File: src/rtl/blc_cal_sched.sv
// blc_cal_sched: black-level calibration scheduler.
// Averages dark means, then rounds, clamps and slew-limits the level it publishes.
module blc_cal_sched #(
  parameter int PX_WIDTH         = 10,
  parameter int INIT_BLACK_LEVEL = 16,
  parameter int MAX_BLACK_LEVEL  = 64,
  parameter int AVG_LOG2         = 2,
  parameter int SETTLE_W         = 4,
  parameter int PERIOD_W         = 8
) (
  input  logic                clk_i,
  input  logic                rst_n_i,
  input  logic                sof_i,
  input  logic                mean_valid_i,
  input  logic [PX_WIDTH-1:0] mean_i,
  input  logic                cal_req_i,
  input  logic                auto_en_i,
  input  logic [PERIOD_W-1:0] auto_period_i,
  input  logic [SETTLE_W-1:0] settle_frames_i,
  input  logic [PX_WIDTH-1:0] max_step_i,
  output logic [PX_WIDTH-1:0] bl_o,
  output logic                bl_stb_o,
  output logic                busy_o,
  output logic                clamp_o,
  output logic                timeout_o
);

  localparam int ACC_W  = PX_WIDTH + AVG_LOG2;
  localparam int SMP_W  = AVG_LOG2 + 1;
  localparam int N_AVG  = 1 << AVG_LOG2;
  localparam int TO_FRM = N_AVG + 2;
  localparam int HALF   = (AVG_LOG2 == 0) ? 0 : (1 << (AVG_LOG2 - 1));
  localparam int FRM_W  = (SETTLE_W > 5) ? SETTLE_W : 5;

  typedef enum logic [2:0] {
    S_IDLE,
    S_SETTLE,
    S_ACCUM,
    S_CALC,
    S_APPLY
  } state_e;

  state_e              state_q, state_d;
  logic [PERIOD_W-1:0] auto_q, auto_d;
  logic [FRM_W-1:0]    frm_q, frm_d;
  logic [SMP_W-1:0]    smp_q, smp_d;
  logic [ACC_W-1:0]    acc_q, acc_d;
  logic [PX_WIDTH-1:0] res_q, res_d;
  logic                flg_q, flg_d;
  logic [PX_WIDTH-1:0] bl_q, bl_d;
  logic                stb_q, stb_d;
  logic                clamp_q, clamp_d;
  logic                to_q, to_d;

  logic [ACC_W:0]      rnd;
  logic [ACC_W:0]      avg_w;
  logic [PX_WIDTH:0]   avg_c;
  logic [PX_WIDTH:0]   bl_x;
  logic [PX_WIDTH:0]   step_x;
  logic [PX_WIDTH:0]   dif;
  logic                up;
  logic                clamped;
  logic                slewed;
  logic [PX_WIDTH-1:0] calc_res;

  // Round, clamp and slew-limit the accumulated average against bl_o.
  always_comb begin
    rnd     = {1'b0, acc_q} + (ACC_W + 1)'(HALF);
    avg_w   = rnd >> AVG_LOG2;
    clamped = avg_w > (ACC_W + 1)'(MAX_BLACK_LEVEL);
    avg_c   = clamped ? (PX_WIDTH + 1)'(MAX_BLACK_LEVEL)
                      : avg_w[PX_WIDTH:0];
    bl_x    = {1'b0, bl_q};
    step_x  = {1'b0, max_step_i};
    up      = avg_c >= bl_x;
    dif     = up ? (avg_c - bl_x) : (bl_x - avg_c);
    slewed  = (max_step_i != '0) && (dif > step_x);
    if (slewed) begin
      calc_res = up ? (bl_q + max_step_i) : (bl_q - max_step_i);
    end else begin
      calc_res = avg_c[PX_WIDTH-1:0];
    end
  end

  logic                trig;
  logic                done;
  logic [PERIOD_W-1:0] auto_inc;
  logic [FRM_W-1:0]    frm_inc;
  logic [SMP_W-1:0]    smp_inc;

  // Next-state logic: trigger, settle, accumulate, compute, publish.
  always_comb begin
    state_d  = state_q;
    auto_d   = auto_q;
    frm_d    = frm_q;
    smp_d    = smp_q;
    acc_d    = acc_q;
    res_d    = res_q;
    flg_d    = flg_q;
    bl_d     = bl_q;
    clamp_d  = clamp_q;
    stb_d    = 1'b0;
    to_d     = 1'b0;
    trig     = 1'b0;
    done     = 1'b0;
    auto_inc = auto_q + 1'b1;
    frm_inc  = frm_q + 1'b1;
    smp_inc  = smp_q + 1'b1;
    case (state_q)
      S_IDLE: begin
        if (!auto_en_i) begin
          auto_d = '0;
        end else if (sof_i && auto_period_i != '0) begin
          auto_d = auto_inc;
          trig   = auto_inc >= auto_period_i;
        end
        if (cal_req_i) trig = 1'b1;
        if (trig) begin
          auto_d  = '0;
          frm_d   = '0;
          smp_d   = '0;
          acc_d   = '0;
          state_d = (settle_frames_i == '0) ? S_ACCUM : S_SETTLE;
        end
      end
      S_SETTLE: begin
        if (sof_i) begin
          frm_d = frm_inc;
          if (frm_inc >= FRM_W'(settle_frames_i)) begin
            frm_d   = '0;
            state_d = S_ACCUM;
          end
        end
      end
      S_ACCUM: begin
        if (mean_valid_i) begin
          acc_d = acc_q + ACC_W'(mean_i);
          smp_d = smp_inc;
          done  = smp_inc == SMP_W'(N_AVG);
          if (done) state_d = S_CALC;
        end
        if (sof_i) begin
          frm_d = frm_inc;
          if (!done && frm_inc >= FRM_W'(TO_FRM)) begin
            to_d    = 1'b1;
            state_d = S_IDLE;
          end
        end
      end
      S_CALC: begin
        res_d   = calc_res;
        flg_d   = clamped | slewed;
        state_d = S_APPLY;
      end
      S_APPLY: begin
        bl_d    = res_q;
        clamp_d = flg_q;
        stb_d   = 1'b1;
        state_d = S_IDLE;
      end
      default: state_d = S_IDLE;
    endcase
  end

  // State and output registers.
  always_ff @(posedge clk_i or negedge rst_n_i) begin
    if (!rst_n_i) begin
      state_q <= S_IDLE;
      auto_q  <= '0;
      frm_q   <= '0;
      smp_q   <= '0;
      acc_q   <= '0;
      res_q   <= '0;
      flg_q   <= 1'b0;
      bl_q    <= PX_WIDTH'(INIT_BLACK_LEVEL);
      stb_q   <= 1'b0;
      clamp_q <= 1'b0;
      to_q    <= 1'b0;
    end else begin
      state_q <= state_d;
      auto_q  <= auto_d;
      frm_q   <= frm_d;
      smp_q   <= smp_d;
      acc_q   <= acc_d;
      res_q   <= res_d;
      flg_q   <= flg_d;
      bl_q    <= bl_d;
      stb_q   <= stb_d;
      clamp_q <= clamp_d;
      to_q    <= to_d;
    end
  end

  assign bl_o      = bl_q;
  assign bl_stb_o  = stb_q;
  assign busy_o    = state_q != S_IDLE;
  assign clamp_o   = clamp_q;
  assign timeout_o = to_q;

endmodule

File: config.mk
export PLATFORM = sky130hd
export DESIGN_NAME = blc_cal_sched
export DESIGN_NICKNAME = d
export VERILOG_FILES = /design/src/rtl/blc_cal_sched.sv
export SDC_FILE = /design/constraint.sdc
export NUM_CORES = 1
export LEC_CHECK = 0
export ABC_AREA = 1
export CAP_MARGIN = 30
export CORE_MARGIN = 2
export CORE_UTILIZATION = 30
export CTS_BUF_LIST = sky130_fd_sc_hd__clkbuf_16
export DETAILED_ROUTE_END_ITERATION = 10
export PLACE_DENSITY = 0.47
export SLEW_MARGIN = 40
export SYNTH_ARGS = -nofsm -noshare
export SYNTH_HDL_FRONTEND = slang
export SYNTH_SLANG_ARGS = --single-unit
File: constraint.sdc
create_clock -name clk_i -period 11.2 [get_ports clk_i]
set_input_delay 2.24 -clock clk_i [delete_from_list [all_inputs] [get_ports clk_i]]
set_output_delay 2.24 -clock clk_i [all_outputs]
set_load 0.05 [all_outputs]
## After elaboration in Yosys (flattened, before gate mapping)

Cells that the tools add are included.

- $add $sub $neg: 9
- $lt $le $gt $ge: 6
- Equal/unequal tests: 11
- Muxes and demuxes: 37
- Bitwise logic cells: 1
- Reductions and logical operators: 15

Operator list:

| cell | count |
|---|---|
| $mux W3 | 9 |
| $mux W12 | 2 |
| $mux W8 | 3 |
| $pmux W12 S2 | 1 |
| $mux W11 | 2 |
| $mux W10 | 2 |
| $mux W5 | 4 |
| $pmux W5 S3 | 1 |
| $add A12 B2 Y13 const B | 1 |
| $add A12 B10 Y12 | 1 |
| $pmux W3 S4 | 1 |
| $ge A11 B10 Y1 | 1 |
| $gt A11 B10 Y1 | 1 |
| $gt A11 B7 Y1 const B | 1 |
| $sub A10 B11 Y11 | 1 |
| $sub A11 B10 Y11 | 1 |
| $add A10 B10 Y10 | 1 |
| $mux W1 | 10 |
| $reduce_bool A10 Y1 | 1 |
| $sub A10 B10 Y10 | 1 |
| $add A8 B1 Y8 const B | 1 |
| $ge A8 B8 Y1 | 1 |
| $ne A2 B2 Y1 const B | 4 |
| $reduce_bool A8 Y1 | 1 |
| other kinds (21) | 27 |

- Register bits: 55
- Input port bits: 38
- Output and inout port bits: 14
- Logic and storage cells: 90

## Longest topological paths before layout

Gate-level depths: netlist of run 1.

- Depth after elaboration: 9
- Depth in mapped cells: 39
- Gate-level depth less buffers: 37

## Least setup slack after synthesis of run 1

No wires, ideal clock.

- Path kind: register to register
- From: register acc_q[1]
- To: register res_q[9]
- Library setup time: 117 ps
- Arrival time: 4140 ps
- Required time: 11083 ps
- Slack: 6943 ps
- Stages on the path, launching flop included: 35
- Path buffers: 1
- Clock period less this slack: 4257 ps
- Path through: dfrtp_1 ha_1 nand2_1 nor3_2 nand4_1 a21oi_1 nand2_1 nor2_1 inv_1 ha_1 a21o_1 nor2_1 nand2_1 nand2_2 nand2_4 buf_6 or2_1 o21ai_2 xor2_1 inv_1 ha_1 nand2_1 inv_1 a21oi_1 nand2_1 nand2_1 nand2_1 nand2_1 nand2_1 nand2_1 nand2_4 nand2_4 inv_2 nand3_1 nand2_1

- Cells in the longest elaborated chain, start to end: 8
- Elaborated cells on any way between the ends: 11
- Classes of those cells: add/sub (3); order compare (3); mux (4); reduce/logical (1)

Ends and longest elaborated chain:

| element | RTL line | text |
|---|---|---|
| start: declaration | 47 | `logic [ACC_W-1:0] acc_q, acc_d;` |
| start signal: assignment | 172 | `acc_q <= '0;` |
| start signal: assignment | 184 | `acc_q <= acc_d;` |
| $add A12 B2 Y13 * | 68 | `rnd = {1'b0, acc_q} + (ACC_W + 1)'(HALF);` |
| $gt A11 B7 Y1 | 70 | `clamped = avg_w > (ACC_W + 1)'(MAX_BLACK_LEVEL);` |
| $mux W11 * | 71 | `avg_c = clamped ? (PX_WIDTH + 1)'(MAX_BLACK_LEVEL)` |
| $sub A10 B11 Y11, or another cell as far along | 76 | `dif = up ? (avg_c - bl_x) : (bl_x - avg_c);` |
| $mux W11 | 76 |  |
| $gt A11 B10 Y1 | 77 | `slewed = (max_step_i != '0) && (dif > step_x);` |
| $logic_and A1 B1 Y1 | 77 |  |
| $mux W10 * | 78 | `if (slewed) begin` |
| end signal: assignment | 185 | `res_q <= res_d;` |
| end: declaration | 48 | `logic [PX_WIDTH-1:0] res_q, res_d;` |

Mark *: on every way between the ends. The rest lies on a longest branch, timed or not.
A chain may end at the register's enable or synchronous reset.

## Worst setup path in the final report of run 1

- From: register acc_q[1]
- To: register res_q[1]

Same word-level chain as after synthesis.

==> impl_metrics.json, run 1 <==
{
  "first_global_vias": 5027,
  "wl_mm": 15.2,
  "synth-edff-count": 0,
  "pre_cts_slack_ps": 6140,
  "fmax_mhz": 201,
  "worst-path-buf-inv": 4,
  "grt_overflow": 0,
  "cts_sinks": 55,
  "ios": 52,
  "synthCells": 800,
  "worstSetupStartpointType": "register",
  "n_fill_cell": 2022,
  "core-area_mm2": 0.0185,
  "dr_total_vias": 5172,
  "ant_nets": 0,
  "rrSetupSlack_ps": 6210,
  "worstSkewPairLatency_ps": 310,
  "yosysMostFrequentCell": "nand2_1",
  "cts-root-buf": "clkbuf_16",
  "min_from": "res_q[2]",
  "fin_nets": 965,
  "ys.flop_type": "dfrtp_1",
  "ys_seq_elements": 55,
  "synth.distinct_cells": 51,
  "cap_violations": 0,
  "maxSlewHeadroom_pct": 52.4,
  "ctsResizeCount": 0,
  "critical_path_required_ps": 11400,
  "slew_violations": 0,
  "pwr-share-clk_pct": 8.8,
  "yosysTopAreaCellShare_pct": 24.0,
  "cp-end-kind": "register",
  "crit_fanout": 20,
  "routedWlPerCell_um": 14.0,
  "track_usage_pct": 15.8,
  "cts_tree": "done",
  "grt_pass1_wl_mm": 25.4,
  "hold_viol": 0,
  "p_switching_uw": 1220,
  "die-area_mm2": 0.0199,
  "diodes": 0,
  "setup.worst_path.start": "acc_q[1]",
  "antenna_found_initial": 0,
  "cts_made_buffers": 5,
  "holdWs_ps": 486,
  "max_stage_delay_ps": 490,
  "clkTransAtPathRegs_ps": 80,
  "clock_skew_ps": 3.76,
  "die_h_um": 141,
  "area_delta_synth_final_pct": 16.9,
  "avgSynthCellArea_um2": 7.03,
  "design_area_mm2": 0.00657,
  "die_w_um": 141,
  "p_leak_uw": 0.00340,
  "post_cts_buffers": 0,
  "power_density_mw_per_mm2": 329,
  "r2r-start": "acc_q[1]",
  "drt_first_pass_iters": 5,
  "num_rows": 50,
  "drtIter0Drc": 303,
  "multi_input_area_mm2": 0.00369,
  "synth_largest_area_cell": "dfrtp_1",
  "fin_ws_ps": 6210,
  "cts_buffer_depth": 2,
  "netlist_area_mm2": 0.00562,
  "cp.arrival_ps": 5190,
  "async_flop_share_pct": 100,
  "yosys-top-cells-area": "dfrtp_1, ha_1, nand2_1",
  "yosysSeqAreaShare_pct": 24.5,
  "initial_utilization_pct": 30.4,
  "hpwl_mm": 12.5,
  "critical-path-top-delay-family": "simple AND/OR/NAND/NOR gates",
  "max-vdd-ir-drop_uv": 92.6,
  "grt_setup_unrepaired": "false",
  "place.gp.congestion": 0.895,
  "status": "finished, final reports clean",
  "htree_levels": 2,
  "p_int_uw": 948,
  "switching_share_pct": 56.2,
  "seqCellArea_mm2": 0.00138,
  "p_comb_share_pct": 74.8,
  "ys_top_cells_by_count": "nand2_1, inv_1, nand3_1",
  "period_needed_ps": 4990,
  "setup-violations-final": 0,
  "yosysWarnings": 0,
  "critPathKind": "register to register",
  "finalSetupTns_ps": 0,
  "drc_errors": 0,
  "fin_crit_sh_pct": 44.5,
  "cp_slowest_cell": "dfrtp_1",
  "layout-drive-gt1-share_pct": 4.79,
  "io_buffers": 51,
  "hp-class": "register to register",
  "seqPwrFrac_pct": 16.4,
  "placed_cell_area_mm2": 0.00639,
  "viasPerCell": 4.74,
  "cts_hold_buf": 0,
  "tightest_slew_ps": 711,
  "path_common_cell": "nand2_1",
  "grt_max_degree": 56
}
placed cells by master, fill, tap and decap left out, types with 5 or more instances in the layout:
| master | netlist | final |
|---|---|---|
| nor3_1 | 13 | 13 |
| dfrtp_1 | 54 | 54 |
| nand2_2 | 5 | 5 |
| a21oi_1 | 46 | 46 |
| o31ai_1 | 5 | 5 |
| ha_1 | 68 | 68 |
| clkdlybuf4s50_1 | 0 | 50 |
| o21ai_0 | 54 | 54 |
| nor2_1 | 48 | 48 |
| inv_1 | 129 | 129 |
| a21o_1 | 5 | 5 |
| clkbuf_16 | 0 | 5 |
| o21a_1 | 5 | 5 |
| xor2_1 | 39 | 39 |
| conb_1 | 2 | 6 |
| nand3_1 | 71 | 71 |
| xnor2_1 | 6 | 6 |
| nand2_1 | 182 | 182 |
| nand4_1 | 10 | 10 |
worst paths after layout:
path	to	depth (start not counted)
worst max-delay path	res_q[1]	34
worst min-delay path	res_q[2]	2
worst max register to register	res_q[1]	34
worst min register to register	res_q[2]	2
max in group asynchronous	bl_o[3]	2
min in group asynchronous	acc_q[9]	2
layer usage:
layer | vias up | track usage, % | share of wire [%]
met3 | 10 | 2.31 | 2.9
met4 | 0 | 3.26 | 1.3
met5 | - | 0 | 0
met2 | 85 | 27.5 | 47
met1 | 2375 | 21.0 | 49
li1 | 2702 | - | -
kinds of logic (layout without fill, tap and decap cells):
logic type	Yosys count	in the layout	share of synthesized area, %
buffers and inverters	142	194	10.1
XOR/XNOR	46	46	7.30
flip-flops	55	55	24.5
AO/OA/AOI/OAI	136	136	14.0
other	2	6	0.134
AND/OR/NAND/NOR	347	347	27.4
adder cells (fa/ha/maj)	72	72	16.6
power by group through the flow:
stage	logic, uW	registers (uW)	clock network, uW
CTS	1620	357	197
global placement	1630	363	0
finish	1620	354	190
floorplan	1170	393	0
global route	1850	367	204
detailed placement	1610	360	0
worst register-to-register path, delay by kind of cell, from the launching register on:
kind / cells / cell delay (ps)
buffers and inverters: 4 / 290
AND/OR/NAND/NOR: 24 / 2640
adder cells (fa/ha/maj): 3 / 930
XOR/XNOR: 1 / 210
flip-flops: 1 / 490
AO/OA/AOI/OAI: 2 / 300
through the flow:
step	instances	utilization (%)	total power, uW
detailed placement	1082	34.5	1970
global route	1090	35.5	2420
finish	1090	35.5	2160
CTS	1090	35.5	2170
global placement	1082	34.5	1990
floorplan	804	-	1560
cell type report:
class,count,share of cell area (%)
multi-input combinational,607,56.2
sequential,55,21.0
timing repair buffer,54,8.09
inverter,132,7.58
tap,234,4.45
clock buffer,5,1.90
clock inverter,3,0.838
sequential cells by signal, summed over array words and instances (netlist names):
| register | count |
|---|---|
| auto_q | 8 |
| state_q | 3 |
| bl_stb_o | 1 |
| res_q | 10 |
| timeout_o | 1 |
| smp_q | 3 |
| bl_o | 10 |
| flg_q | 1 |
| frm_q | 5 |
| clamp_o | 1 |
| acc_q | 12 |
(Power assumes the default switching activity.)
==> inputs of run 2 (changes only) <==
==> constraint.sdc (replaced) <==
create_clock -name clk_i -period 4.7 [get_ports clk_i]
set_input_delay 0.94 -clock clk_i [delete_from_list [all_inputs] [get_ports clk_i]]
set_output_delay 0.94 -clock clk_i [all_outputs]
set_load 0.05 [all_outputs]
==> impl_metrics.json, run 2 (same netlist as run 1, synthesis figures left out) <==
{
  "place.gp.congestion": 0.865,
  "setup-violations-final": 0,
  "fin_nets": 1013,
  "layout-drive-gt1-share_pct": 16.9,
  "worstSetupStartpointType": "register",
  "final_cell_mix": "nand2_1, inv_1, nand3_1, ha_1, dfrtp_1",
  "status": "finished, final reports clean",
  "grt_overflow": 0,
  "clkTransAtPathRegs_ps": 80,
  "slew_violations": 0,
  "hp-class": "register to register",
  "crit_fanout": 7,
  "diodes": 0,
  "final_common_cell": "nand2_1",
  "grt_setup_unrepaired": "true",
  "cp.arrival_ps": 4790,
  "reg2reg_depth": 24,
  "wl_mm": 16.5,
  "grt_max_degree": 41,
  "period_needed_ps": 4540,
  "die_h_um": 141,
  "die-area_mm2": 0.0199,
  "drc_errors": 0,
  "antenna_found_initial": 0,
  "critical_path_required_ps": 4950,
  "ios": 52,
  "largest_register_ffs": 12,
  "drtIter0Drc": 264,
  "worstReg2RegEnd": "res_q[8]",
  "cts_made_buffers": 5,
  "initial_utilization_pct": 30.4,
  "io_buffers": 51,
  "hold_viol": 0,
  "ant_nets": 0,
  "cts_tree": "done",
  "tightest_slew_ps": 646,
  "rrSetupSlack_ps": 160,
  "cts_hold_buf": 0,
  "crit_end": "res_q[8]",
  "viasPerCell": 4.72,
  "num_rows": 50,
  "maxSlewHeadroom_pct": 56.8,
  "cts_buffer_depth": 2,
  "critPathKind": "register to register",
  "finalSetupTns_ps": 0,
  "routedWlPerCell_um": 14.5,
  "cp-end-kind": "register",
  "dp.cells": 1093,
  "fin_crit_sh_pct": 96.6,
  "grt_pass1_wl_mm": 25.3,
  "cap_violations": 0,
  "hpwl_mm": 12.6,
  "r2r-start": "acc_q[2]",
  "setup.worst_path.start": "acc_q[2]",
  "track_usage_pct": 15.7,
  "core-area_mm2": 0.0185,
  "fin_cells": 1138,
  "worstSkewPairLatency_ps": 300,
  "dr_total_vias": 5367,
  "drt_first_pass_iters": 4,
  "first_global_vias": 5046,
  "fmax_mhz": 220,
  "cts-root-buf": "clkbuf_16",
  "regMostFlops": "acc_q",
  "area_delta_synth_final_pct": 32.0,
  "clock_skew_ps": 9.76,
  "die_w_um": 141,
  "cts_sinks": 55,
  "htree_levels": 2
}
run 2: changes by cell type in the layout (fill, tap and decap cells not counted), moves of 5 or more:
cell,before,now
buf_4,2,44
nand2_1,182,163
nand2_2,5,21
ha_1,68,53
ha_4,0,14
nand3_1,71,61
a21oi_1,46,39
a21oi_2,2,8
nand3_2,2,7
nand3_4,0,5
run 2: how the worst min path moves through the flow:
| stage | from | to | cells after the start |
|---|---|---|---|
| floorplan | res_q[9] | res_q[9] | 2 |
| global placement | res_q[3] | res_q[3] | 2 |
| detailed placement | res_q[3] | res_q[3] | 2 |
| CTS | res_q[3] | res_q[3] | 2 |
| global route | res_q[2] | bl_o[2] | 2 |
| finish | res_q[3] | res_q[3] | 2 |
run 2: final cells by class:
type / count / area (um2)
fillers: 1971 / 11100
multi-input cells: 611 / 4190
flip-flops and latches: 55 / 1380
repair buffers: 98 / 893
inverters: 132 / 508
well taps: 234 / 293
clock buffers: 5 / 125
clock inverters: 3 / 31.3
run 2: layer usage:
metal  routed length (um)  track usage, %  vias up
li1                     -               -     2815
met1                 8060            21.6     2465
met2                 7920            26.8       73
met3                  352            1.77       14
met4                  163            3.11        0
met5                    0               0        -
run 2: what timing repair did:
action                     in CTS  in global routing
gates cloned                    0                  4
setup buffers                   0                 33
gates resized for setup         2                 92
pin swaps                       0                 45
setup endpoints to repair       1                 11
run 2: per-stage QoR:
step / setup slack (ps) / util, % / hold WS (ps) / instance area (um2)
3_3_place_gp: 8.35 / 34.9 / 465 / 6470
4_1_cts: 10.0 / 35.9 / 489 / 6640
6_report: 161 / 40.1 / 479 / 7420
3_5_place_dp: 14.4 / 35.0 / 466 / 6470
5_1_grt: -140 / 40.1 / 524 / 7420
2_1_floorplan: 443 / - / 449 / 5640
run 2: worst max-delay path, cell delays in order (launching register included):
cell,delay (ps)
dfrtp_1,410
ha_4,210
nand3_4,90
xor2_4,160
nor2_2,120
nand2_2,70
o21ai_4,340
nand3_4,100
inv_1,120
ha_4,220
a21oi_2,180
nor2_1,70
nor2_2,170
nand2_2,90
nand2_4,130
nand2_8,90
o21ai_0,320
inv_1,110
fa_1,460
o21ai_0,300
nand2_1,100
o311ai_1,130
xor2_1,300
nand3_1,110
nand2_1,60
Power of run 2 is not shown: default switching activity piles up to over one toggle a cycle in this logic, so the estimate is an artifact.
==> inputs of run 3 (changes only) <==
--- a/config.mk
+++ b/config.mk
@@ -5,7 +5,7 @@
 export SDC_FILE = /design/constraint.sdc
 export NUM_CORES = 1
 export LEC_CHECK = 0
-export ABC_AREA = 1
+export ABC_CLOCK_PERIOD_IN_PS = 4700
 export CAP_MARGIN = 30
 export CORE_MARGIN = 2
 export CORE_UTILIZATION = 30
==> impl_metrics.json, run 3 <==
{
  "regMostFlops": "acc_q",
  "cp-end-kind": "register",
  "synth_compound_area_share_pct": 19.6,
  "first_global_vias": 4904,
  "synthCells": 634,
  "dp.cells": 954,
  "maxSlewHeadroom_pct": 42.3,
  "setup-violations-final": 11,
  "final_core_util_pct": 40.5,
  "viasPerCell": 4.93,
  "worstSkewPairLatency_ps": 290,
  "tightest_slew_ps": 852,
  "yosysMostFrequentCell": "ha_1",
  "period_needed_ps": 5100,
  "antenna_found_initial": 0,
  "yosysSeqAreaShare_pct": 26.1,
  "hp-class": "register to register",
  "cap_violations": 0,
  "critical-path-top-delay-family": "compound AO/OA/AOI/OAI gates",
  "grt_setup_unrepaired": "true",
  "yosysWarnings": 0,
  "hold_viol": 0,
  "die_w_um": 137,
  "clkTransAtPathRegs_ps": 70,
  "ys_top_cells_by_count": "ha_1, nand2_1, inv_1",
  "num_rows": 48,
  "muxShareOfSynthArea_pct": 4.08,
  "clock_skew_ps": 5.83,
  "initial_utilization_pct": 30.6,
  "synth_largest_area_cell": "dfrtp_1",
  "fin_cells": 974,
  "grt_pass1_wl_mm": 24.2,
  "synthSimpleGateAreaFrac_pct": 17.6,
  "final_cell_mix": "buf_4, nand2_1, ha_1, inv_1, dfrtp_1",
  "status": "finished with violations",
  "synth_top_family_by_area": "compound AO/OA/AOI/OAI gates",
  "yosys-top-cells-area": "dfrtp_1, ha_1, xnor2_1",
  "diodes": 0,
  "largest_register_ffs": 12,
  "drc_errors": 0,
  "cts_sinks": 55,
  "worstSetupStartpointType": "register",
  "track_usage_pct": 16.1,
  "ys_seq_elements": 55,
  "fin_nets": 858,
  "synth.distinct_cells": 62,
  "io_buffers": 51,
  "fin_crit_sh_pct": 109,
  "die-area_mm2": 0.0186,
  "area_delta_synth_final_pct": 32.3,
  "critPathKind": "register to register",
  "ys.flop_type": "dfrtp_1",
  "worst-path-buf-inv": 1,
  "hpwl_mm": 11.4,
  "crit_fanout": 6,
  "critical_path_required_ps": 4920,
  "synth-edff-count": 0,
  "cts_hold_buf": 0,
  "async_flop_share_pct": 100,
  "slew_violations": 0,
  "fin_ws_ps": -400,
  "cts-root-buf": "clkbuf_16",
  "fmax_mhz": 196,
  "cts_buffer_depth": 2,
  "layout-drive-gt1-share_pct": 19.1,
  "max_stage_delay_ps": 440,
  "yosysTopAreaCellShare_pct": 25.6,
  "cts_tree": "done",
  "dr_total_vias": 4797,
  "cts_made_buffers": 5,
  "htree_levels": 2,
  "routedWlPerCell_um": 14.8,
  "cp_slowest_cell": "dfrtp_2",
  "final_common_cell": "buf_4",
  "drt_first_pass_iters": 4,
  "cp.arrival_ps": 5320,
  "synth_adder_area_share_pct": 17.7,
  "drtIter0Drc": 236,
  "grt_max_degree": 40,
  "ant_nets": 0,
  "grt_overflow": 0,
  "path_cells": "ha_4, and3_4, nand3_2, mux2_4, nor3_4, o21ai_4, nand2b_4, inv_4, ha_4, a21oi_2, nand2_2, a31o_4, a31o_4, mux2i_1, a221o_1, xor2_1, ha_2, or3_1, o211ai_1, a31oi_2, o21ai_2, o31ai_4, mux2_4, o21ai_2",
  "die_h_um": 137,
  "synthXorXnorAreaFrac_pct": 7.98,
  "place.gp.congestion": 0.846,
  "netlist_area_mm2": 0.00527,
  "avgSynthCellArea_um2": 8.31,
  "violations": "setup timing",
  "wl_mm": 14.5,
  "core-area_mm2": 0.0172,
  "ios": 52
}
-- run 3: cell count changes in the layout (fill, tap and decap cells not counted), moves of 14 or more --
cell / before / now
nand2_1: 163 / 64
o21ai_0: 51 / 35
mux2i_1: 0 / 14
inv_1: 126 / 59
nand3_1: 61 / 22
buf_4: 44 / 69
xor2_1: 37 / 18
xnor2_1: 6 / 29
nand2_2: 21 / 2
-- run 3: final cells by class --
| cell class | count | area [um2] |
|---|---|---|
| fill | 1724 | 10300 |
| multi-input combinational | 499 | 3850 |
| sequential | 55 | 1380 |
| timing repair buffer | 125 | 1080 |
| tap | 225 | 282 |
| inverter | 62 | 238 |
| clock buffer | 5 | 125 |
| clock inverter | 3 | 15.0 |
-- run 3: routing by layer --
metal	global-route usage [%]	share of wire (%)	vias to the layer above
met4	3.76	1.4	0
li1	-	-	2442
met3	1.59	2.9	12
met2	28.6	49	82
met1	21.1	47	2261
met5	0	0	-
-- run 3: worst min-delay path: cells and delay by family (launching register included) --
family,cells,cell delay [ps]
AOI/OAI and AO/OA,1,60
and+or+nand+nor,1,40
DFF,1,340
-- run 3: path summary, 6_finish.rpt --
| kind | startpoint | endpoint | slack, ps | depth (start not counted) |
|---|---|---|---|---|
| min | res_q[6] | bl_o[6] | 480 | 2 |
| min reg2reg | res_q[6] | bl_o[6] | 480 | 2 |
| max reg2reg | acc_q[2] | res_q[2] | -400 | 24 |
| min in group asynchronous | rst_n_i | acc_q[4] | 570 | 1 |
| max in group asynchronous | rst_n_i | bl_o[4] | 3250 | 2 |
| max | acc_q[2] | res_q[2] | -400 | 24 |
-- run 3: timing repair --
action,CTS,global route
endpoints found under the setup margin,11,11
buffers inserted,6,4
gates resized for setup,32,14
cloned,1,0
pin swaps,23,9
-- run 3: kinds of logic (layout without fill, tap and decap cells) --
family,count (synthesis),after routing
multiplexers,20,20
AND/OR/NAND/NOR,192,192
adder cells (fa/ha/maj),72,72
XOR/XNOR,48,48
flip-flops,55,55
buffers and inverters,85,195
AO/OA/AOI/OAI,160,161
other,2,6
-- run 3: per-stage QoR --
step	hold WS, ps	setup WS, ps	setup TNS (ps)	instance area (um2)
6_report	481	-400	-3870	6970
4_1_cts	486	-412	-3990	6870
3_5_place_dp	468	-709	-6940	6500
3_3_place_gp	461	-579	-5780	6500
2_1_floorplan	448	-519	-4440	5360
5_1_grt	523	-655	-6770	6970
Power of run 3 is left out for the same reason.
